===== src/rtl/pacote_nrisc.sv =====
// nRISC multi-cycle control: shared states, opcodes, ALU codes and IR fields.
// Imported by the decoder, the control FSM and the bench.
package pacote_nrisc;

  typedef enum logic [2:0] {
    ST_BUSCA      = 3'd0,
    ST_DECODIFICA = 3'd1,
    ST_EXECUTA    = 3'd2,
    ST_MEMORIA    = 3'd3,
    ST_ESCRITA    = 3'd4,
    ST_BUSCA_OP2  = 3'd5,
    ST_PARADO     = 3'd6
  } estado_t;

  localparam logic [3:0] OP_ADD  = 4'h0;
  localparam logic [3:0] OP_SUB  = 4'h1;
  localparam logic [3:0] OP_AND  = 4'h2;
  localparam logic [3:0] OP_OR   = 4'h3;
  localparam logic [3:0] OP_SLT  = 4'h4;
  localparam logic [3:0] OP_NOT  = 4'h5;
  localparam logic [3:0] OP_ADDI = 4'h6;
  localparam logic [3:0] OP_LW   = 4'h7;
  localparam logic [3:0] OP_SW   = 4'h8;
  localparam logic [3:0] OP_JMP  = 4'h9;
  localparam logic [3:0] OP_BEQZ = 4'hA;
  localparam logic [3:0] OP_NOP  = 4'hB;
  localparam logic [3:0] OP_HALT = 4'hF;

  localparam logic [2:0] ALU_ADD = 3'b000;
  localparam logic [2:0] ALU_SUB = 3'b001;
  localparam logic [2:0] ALU_AND = 3'b010;
  localparam logic [2:0] ALU_OR  = 3'b011;
  localparam logic [2:0] ALU_SLT = 3'b100;
  localparam logic [2:0] ALU_NOT = 3'b101;

  localparam int IR_OP_MSB = 7;
  localparam int IR_OP_LSB = 4;
  localparam int IR_RA_MSB = 3;
  localparam int IR_RA_LSB = 2;
  localparam int IR_RB_MSB = 1;
  localparam int IR_RB_LSB = 0;

  typedef struct packed {
    logic alu;
    logic imm;
    logic lw;
    logic sw;
    logic jmp;
    logic beqz;
    logic nop;
    logic halt;
  } classe_t;

endpackage


===== src/rtl/decodificador_instrucao.sv =====
// nRISC opcode -> one-hot instruction class plus ALU operation.
// Opcodes C-E fall into the halt class.
module decodificador_instrucao
  import pacote_nrisc::*;
(
  input  logic [3:0] i_opcode,
  output classe_t    o_classe,
  output logic [2:0] o_alu_op
);

  always_comb begin
    o_classe = '0;
    o_alu_op = ALU_ADD;
    unique case (1'b1)
      (i_opcode <= OP_NOT): begin
        o_classe.alu = 1'b1;
        o_alu_op     = i_opcode[2:0];
      end
      (i_opcode == OP_ADDI): o_classe.imm  = 1'b1;
      (i_opcode == OP_LW):   o_classe.lw   = 1'b1;
      (i_opcode == OP_SW):   o_classe.sw   = 1'b1;
      (i_opcode == OP_JMP):  o_classe.jmp  = 1'b1;
      (i_opcode == OP_BEQZ): o_classe.beqz = 1'b1;
      (i_opcode == OP_NOP):  o_classe.nop  = 1'b1;
      default:               o_classe.halt = 1'b1;
    endcase
  end

endmodule


===== src/rtl/unidade_controle_multiciclo.sv =====
// nRISC multi-cycle control FSM: fetch, decode, execute, memory, write-back.
// Define MEM_TIMEOUT_EN to halt with erro_mem on a stuck mem_pronto.
module unidade_controle_multiciclo
  import pacote_nrisc::*;
#(
  parameter int LARGURA_PC  = 8,
  parameter int TIMEOUT_MEM = 15
) (
  input  logic                  clk,
  input  logic                  reset,
  input  logic [7:0]            mem_dado,
  input  logic                  mem_pronto,
  input  logic                  zero,
  output logic [LARGURA_PC-1:0] pc,
  output logic                  sel_end_mem,
  output logic                  mem_le,
  output logic                  mem_escreve,
  output logic                  carrega_mdr,
  output logic [1:0]            end_leitura_A,
  output logic [1:0]            end_leitura_B,
  output logic [1:0]            end_escrita,
  output logic                  habilita_escrita,
  output logic                  sel_dado_escrita,
  output logic [2:0]            alu_op,
  output logic                  alu_src_imm,
  output logic [7:0]            imediato,
  output logic                  parado,
  output logic                  erro_mem
);

  if (TIMEOUT_MEM < 1) begin : g_cfg_invalida
    $error("TIMEOUT_MEM must be at least 1");
  end

  estado_t               r_estado;
  estado_t               w_prox;
  logic [7:0]            r_ir;
  logic [LARGURA_PC-1:0] r_pc;
  logic                  r_flag_desvio;
  classe_t               w_classe;
  logic [2:0]            w_alu_op;
  logic                  w_espera;
  logic                  w_timeout;
  logic                  w_desvia;

  decodificador_instrucao u_dec (
    .i_opcode (r_ir[IR_OP_MSB:IR_OP_LSB]),
    .o_classe (w_classe),
    .o_alu_op (w_alu_op)
  );

  assign w_espera = (r_estado == ST_BUSCA) ||
                    (r_estado == ST_BUSCA_OP2) ||
                    (r_estado == ST_MEMORIA);
  assign w_desvia = w_classe.jmp ||
                    (w_classe.beqz && r_flag_desvio);
  assign pc = r_pc;

`ifdef MEM_TIMEOUT_EN
  localparam int LARG_CNT = $clog2(TIMEOUT_MEM + 1);

  logic [LARG_CNT-1:0] r_cnt;
  logic                r_erro;

  assign w_timeout = w_espera && !mem_pronto &&
                     (r_cnt == LARG_CNT'(TIMEOUT_MEM));
  assign erro_mem  = r_erro;

  always_ff @(posedge clk or posedge reset) begin
    if (reset) begin
      r_cnt  <= '0;
      r_erro <= 1'b0;
    end else begin
      if (r_estado != w_prox)
        r_cnt <= '0;
      else if (w_espera)
        r_cnt <= r_cnt + 1'b1;
      if (w_timeout)
        r_erro <= 1'b1;
    end
  end
`else
  assign w_timeout = 1'b0;
  assign erro_mem  = 1'b0;
`endif

  always_ff @(posedge clk or posedge reset) begin
    if (reset) begin
      r_estado      <= ST_BUSCA;
      r_ir          <= '0;
      r_pc          <= '0;
      r_flag_desvio <= 1'b0;
    end else begin
      r_estado <= w_prox;
      if (r_estado == ST_BUSCA && mem_pronto) begin
        r_ir <= mem_dado;
        r_pc <= r_pc + 1'b1;
      end
      if (r_estado == ST_EXECUTA && w_classe.beqz)
        r_flag_desvio <= zero;
      if (r_estado == ST_BUSCA_OP2 && mem_pronto)
        r_pc <= w_desvia ? LARGURA_PC'(mem_dado)
                         : r_pc + 1'b1;
    end
  end

  always_comb begin
    w_prox           = r_estado;
    sel_end_mem      = 1'b0;
    mem_le           = 1'b0;
    mem_escreve      = 1'b0;
    carrega_mdr      = 1'b0;
    end_leitura_A    = 2'd0;
    end_leitura_B    = 2'd0;
    end_escrita      = 2'd0;
    habilita_escrita = 1'b0;
    sel_dado_escrita = 1'b0;
    alu_op           = ALU_ADD;
    alu_src_imm      = 1'b0;
    imediato         = 8'd0;
    parado           = 1'b0;

    unique case (r_estado)
      ST_BUSCA: begin
        // reset sits in BUSCA, so the strobe is gated to stay quiet in reset
        mem_le = ~reset;
        if (mem_pronto)
          w_prox = ST_DECODIFICA;
        else if (w_timeout)
          w_prox = ST_PARADO;
      end
      ST_DECODIFICA: begin
        unique case (1'b1)
          w_classe.jmp:  w_prox = ST_BUSCA_OP2;
          w_classe.nop:  w_prox = ST_BUSCA;
          w_classe.halt: w_prox = ST_PARADO;
          default:       w_prox = ST_EXECUTA;
        endcase
      end
      ST_EXECUTA: begin
        if (w_classe.beqz)
          w_prox = ST_BUSCA_OP2;
        else if (w_classe.lw || w_classe.sw)
          w_prox = ST_MEMORIA;
        else
          w_prox = ST_ESCRITA;
      end
      ST_MEMORIA: begin
        sel_end_mem = 1'b1;
        mem_le      = w_classe.lw;
        mem_escreve = w_classe.sw;
        if (mem_pronto) begin
          carrega_mdr = w_classe.lw;
          w_prox = w_classe.lw ? ST_ESCRITA : ST_BUSCA;
        end else if (w_timeout) begin
          w_prox = ST_PARADO;
        end
      end
      ST_ESCRITA: begin
        habilita_escrita = 1'b1;
        sel_dado_escrita = w_classe.lw;
        w_prox           = ST_BUSCA;
      end
      ST_BUSCA_OP2: begin
        mem_le = 1'b1;
        if (mem_pronto)
          w_prox = ST_BUSCA;
        else if (w_timeout)
          w_prox = ST_PARADO;
      end
      ST_PARADO: parado = 1'b1;
      default:   w_prox = ST_BUSCA;
    endcase

    if (r_estado != ST_BUSCA) begin
      end_leitura_A = r_ir[IR_RA_MSB:IR_RA_LSB];
      end_leitura_B = r_ir[IR_RB_MSB:IR_RB_LSB];
      end_escrita   = r_ir[IR_RA_MSB:IR_RA_LSB];
    end

    // ALU controls held into ESCRITA so the result stays stable while written
    if (r_estado == ST_EXECUTA || r_estado == ST_ESCRITA) begin
      alu_op      = w_alu_op;
      alu_src_imm = w_classe.imm || w_classe.beqz;
      imediato    = w_classe.beqz ? 8'd0
                    : {6'd0, r_ir[IR_RB_MSB:IR_RB_LSB]};
    end
  end

endmodule


===== config.mk =====
export PLATFORM = sky130hd
export DESIGN_NAME = unidade_controle_multiciclo
export DESIGN_NICKNAME = d
export VERILOG_FILES = /design/src/rtl/pacote_nrisc.sv /design/src/rtl/decodificador_instrucao.sv /design/src/rtl/unidade_controle_multiciclo.sv
export SDC_FILE = /design/constraint.sdc
export NUM_CORES = 1
export LEC_CHECK = 0
export ABC_AREA = 1
export BUFFER_PORTS_ARGS = -buffer_cell sky130_fd_sc_hd__buf_2
export CAP_MARGIN = 5
export CORE_UTILIZATION = 35
export DETAILED_ROUTE_END_ITERATION = 6
export GPL_TIMING_DRIVEN = 1
export PLACE_DENSITY = 0.68
export REMOVE_ABC_BUFFERS = 1
export SKIP_CTS_REPAIR_TIMING = 1
export SYNTH_ARGS = -nofsm -noshare
export SYNTH_HDL_FRONTEND = slang
export SYNTH_SLANG_ARGS = --single-unit

===== constraint.sdc =====
create_clock -name clk -period 2.3 [get_ports clk]
set_clock_uncertainty 0.05 [all_clocks]
set_input_delay 0.23 -clock clk [delete_from_list [all_inputs] [get_ports clk]]
set_output_delay 0.23 -clock clk [all_outputs]
set_load 0.005 [all_outputs]

==> flow_summary_export.csv <==
group,metric,value,unit
outcome,status,"complete, no violations",
die,dieHeight,65.5,um
cts,cts_tree,"built",
worst_setup_path,crit_type,"register to output port",
global_routing,grt_pass1_wl,5510,um
worst_setup_path,path_buf_inv,3,
drt,drt_first_pass_iters,5,
worst_setup_path,cp_slowest_cell,"nor3_1",
die,pin_count,46,
worst_setup_path,rr_startpoint,"r_estado[0]$_DFFE_PP0P_",
placement,routabilityCongestion,0.792,
worst_setup_path,critPathMaxStageDelay,0.49,ns
run,maxCapViolations,0,
global_routing,busiest_layer,"met2",
layout,final-seq-area,500,sq um
cts,clk_latency,0.26,ns
worst_hold_path,worst_hold_path_type,"primary input to async pin",
global_routing,grt_pass1_vias,1264,
sta,slew_headroom,47.3,%
drt,wl_per_cell,10.9,um
yosys,netlist-cell-type-count,22,
worst_setup_path,critPathMaxFanout,7,
worst_setup_path,r2r_cells,7,
layout,final_common_cell,"nand2_1",
global_routing,overflow,0,
layout,multi_input_area,716,sq um
layout,nets,264,
yosys,synthCells,212,
layout,final_cell_mix,"60 x nand2_1, 38 x buf_2, 33 x inv_1, 27 x nand3_1, 20 x dfrtp_1",
die,std_cell_rows,22,
drt,drc_errors,0,
global_routing,grtUsageMet3,3.30,%
layout,fillers,416,
pwr,leakage,0.967,nW
global_routing,grt_use_total,16.5,%
layout,area_delta_synth_final,16.9,%
sta,final_max_slew_viol_count,0,
layout,num_antenna_cells,0,
worst_setup_path,worstPathArrival,1.74,ns
worst_setup_path,cp.required,2.02,ns
drt,wirelength,3230,um
cts,cts.sinks,20,
die,dieArea,0.00429,sq mm
die,fp.dieW,65.5,um
drt,antenna_left,0,
yosys,synth.avg_cell_area,6.65,sq um
cts,clk_pin_slew,0.08,ns
cts,cts_buffers,3,
yosys,synth_edf_count,0,
yosys,synth_area,0.00141,sq mm
sta,fin_crit_sh,87.8,%
placement,dpl.hpwl,2500,um
cts,clk_path_buf_depth,2,
sta,worst_pin_slew,0.790,ns
global_routing,gr-usage-met2,27.3,%
pwr,irDropWorstVdd,411,uV
yosys,dominantRegCellSynth,"dfrtp_1",
cts,root_buffer,"clkbuf_8",
sta,max_freq,495,MHz
pwr,p_per_area,1130,mW/mm^2
worst_setup_path,critical-path-top-delay-family,"simple AND/OR/NAND/NOR gates",
die,initial_core_util,37.4,%
layout,drive_above_1_share,21.3,%
yosys,synth_warnings,0,
global_routing,antenna_found_initial,0,
placement,portBuffers,38,
yosys,ys_seq_area_share,35.5,%
yosys,async_reset_ff_share,100,%
global_routing,grt_max_degree,21,
global_routing,met1_usage,21.7,%
sta,setup_viol,0,
drt,vias_per_cell,4.69,
worst_setup_path,path_cells,"nor3_1 > inv_2 > nand2_1 > inv_2 > nor3_1 > buf_2",
drt,vias,1393,
worst_setup_path,worstSetupStartpointType,"register",
sta,rsz0062_at_grt,"false",
yosys,ys_ff_latch,20,
sta,hold_ws,0.0718,ns
worst_setup_path,crit_start,"r_estado[0]$_DFFE_PP0P_",
sta,fin_crit,2.02,ns
sta,hold_viol_final,0,
drt,drtIter0Drc,61,
worst_setup_path,crit_path_end_kind,"output port",
cts,cts_max_level,1,
worst_setup_path,cp.depth,6,
die,core_area,0.00377,sq mm
sta,fin_tns_setup,0,ns
[Yosys cell counts, types with 3 or more instances]
cell | count | share of area [%]
inv_1 | 33 | 8.8
nor3_1 | 8 | 2.8
buf_4 | 10 | 5.3
inv_2 | 3 | 0.80
o21ai_0 | 11 | 3.9
nand2_1 | 60 | 16
nor2_1 | 17 | 4.5
nand3_1 | 27 | 9.6
nand2_2 | 3 | 1.3
dfrtp_1 | 20 | 35
o211ai_1 | 3 | 1.6
nor2_4 | 4 | 3.2
[cell type report]
type | count | area share [%]
multi-input cells | 151 | 43.4
flip-flops and latches | 20 | 30.3
repair buffers | 38 | 11.5
inverters | 37 | 8.57
well taps | 48 | 3.64
clock buffers | 3 | 2.50
[sequential cells by signal, summed over array words and instances (netlist names)]
name           flops
r_flag_desvio      1
r_ir               8
pc                 8
r_estado           3
[cells by family after synthesis]
| logic type | Yosys count | share of synthesized area (%) |
|---|---|---|
| AO/OA/AOI/OAI | 18 | 7.28 |
| XOR/XNOR | 2 | 1.24 |
| adder cells (fa/ha/maj) | 1 | 0.887 |
| buffers and inverters | 47 | 15.4 |
| flip-flops | 20 | 35.5 |
| other | 1 | 0.266 |
| AND/OR/NAND/NOR | 123 | 39.5 |
[per-stage QoR]
step | power [W] | cells | utilization [%] | setup WS, ns | area [sq um]
global route | 0.00206 | 297 | 43.7 | 0.138 | 1650
finish | 0.00186 | 297 | 43.7 | 0.281 | 1650
global placement | 0.00161 | 294 | 42.6 | 0.677 | 1610
CTS | 0.00187 | 297 | 43.7 | 0.330 | 1650
floorplan | 0.00131 | 208 | - | 0.872 | 1360
detailed placement | 0.00163 | 294 | 42.6 | 0.621 | 1610
[worst register-to-register path: stages (launching register included)]
cell     delay (ns)
dfrtp_1        0.46
nor2_1         0.20
nand2_2        0.12
nor2_4         0.31
nor2_4         0.13
inv_4          0.12
nand3_1        0.09
nand2_1        0.06
[layer usage]
layer,vias to the layer above,part of all wire [%]
li1,722,-
met5,-,0
met3,2,5.4
met4,0,0.84
met1,627,46
met2,42,48
[worst paths after layout]
check                                            endpoint  slack, ns
worst min-delay path              r_estado[2]$_DFFE_PP0P_       0.07
min in group clk                      r_ir[5]$_DFFE_PP0P_       0.14
worst min register to register  r_flag_desvio$_DFFE_PP0P_       0.47
worst max register to register          pc[2]$_DFFE_PP0P_       0.72
worst max-delay path                            alu_op[0]       0.28
max in group asynchronous             r_ir[2]$_DFFE_PP0P_       1.64
[report_power, final]
part	total (W)	switching (W)	leakage, nW	internal [W]
Sequential	0.000650	0.000144	0.252	0.000506
Clock	0.000238	0.000121	0.0216	0.000117
Combinational	0.000971	0.000609	0.693	0.000362
Total	0.00186	0.000874	0.967	0.000985
Power figures use the tool's default switching activity.
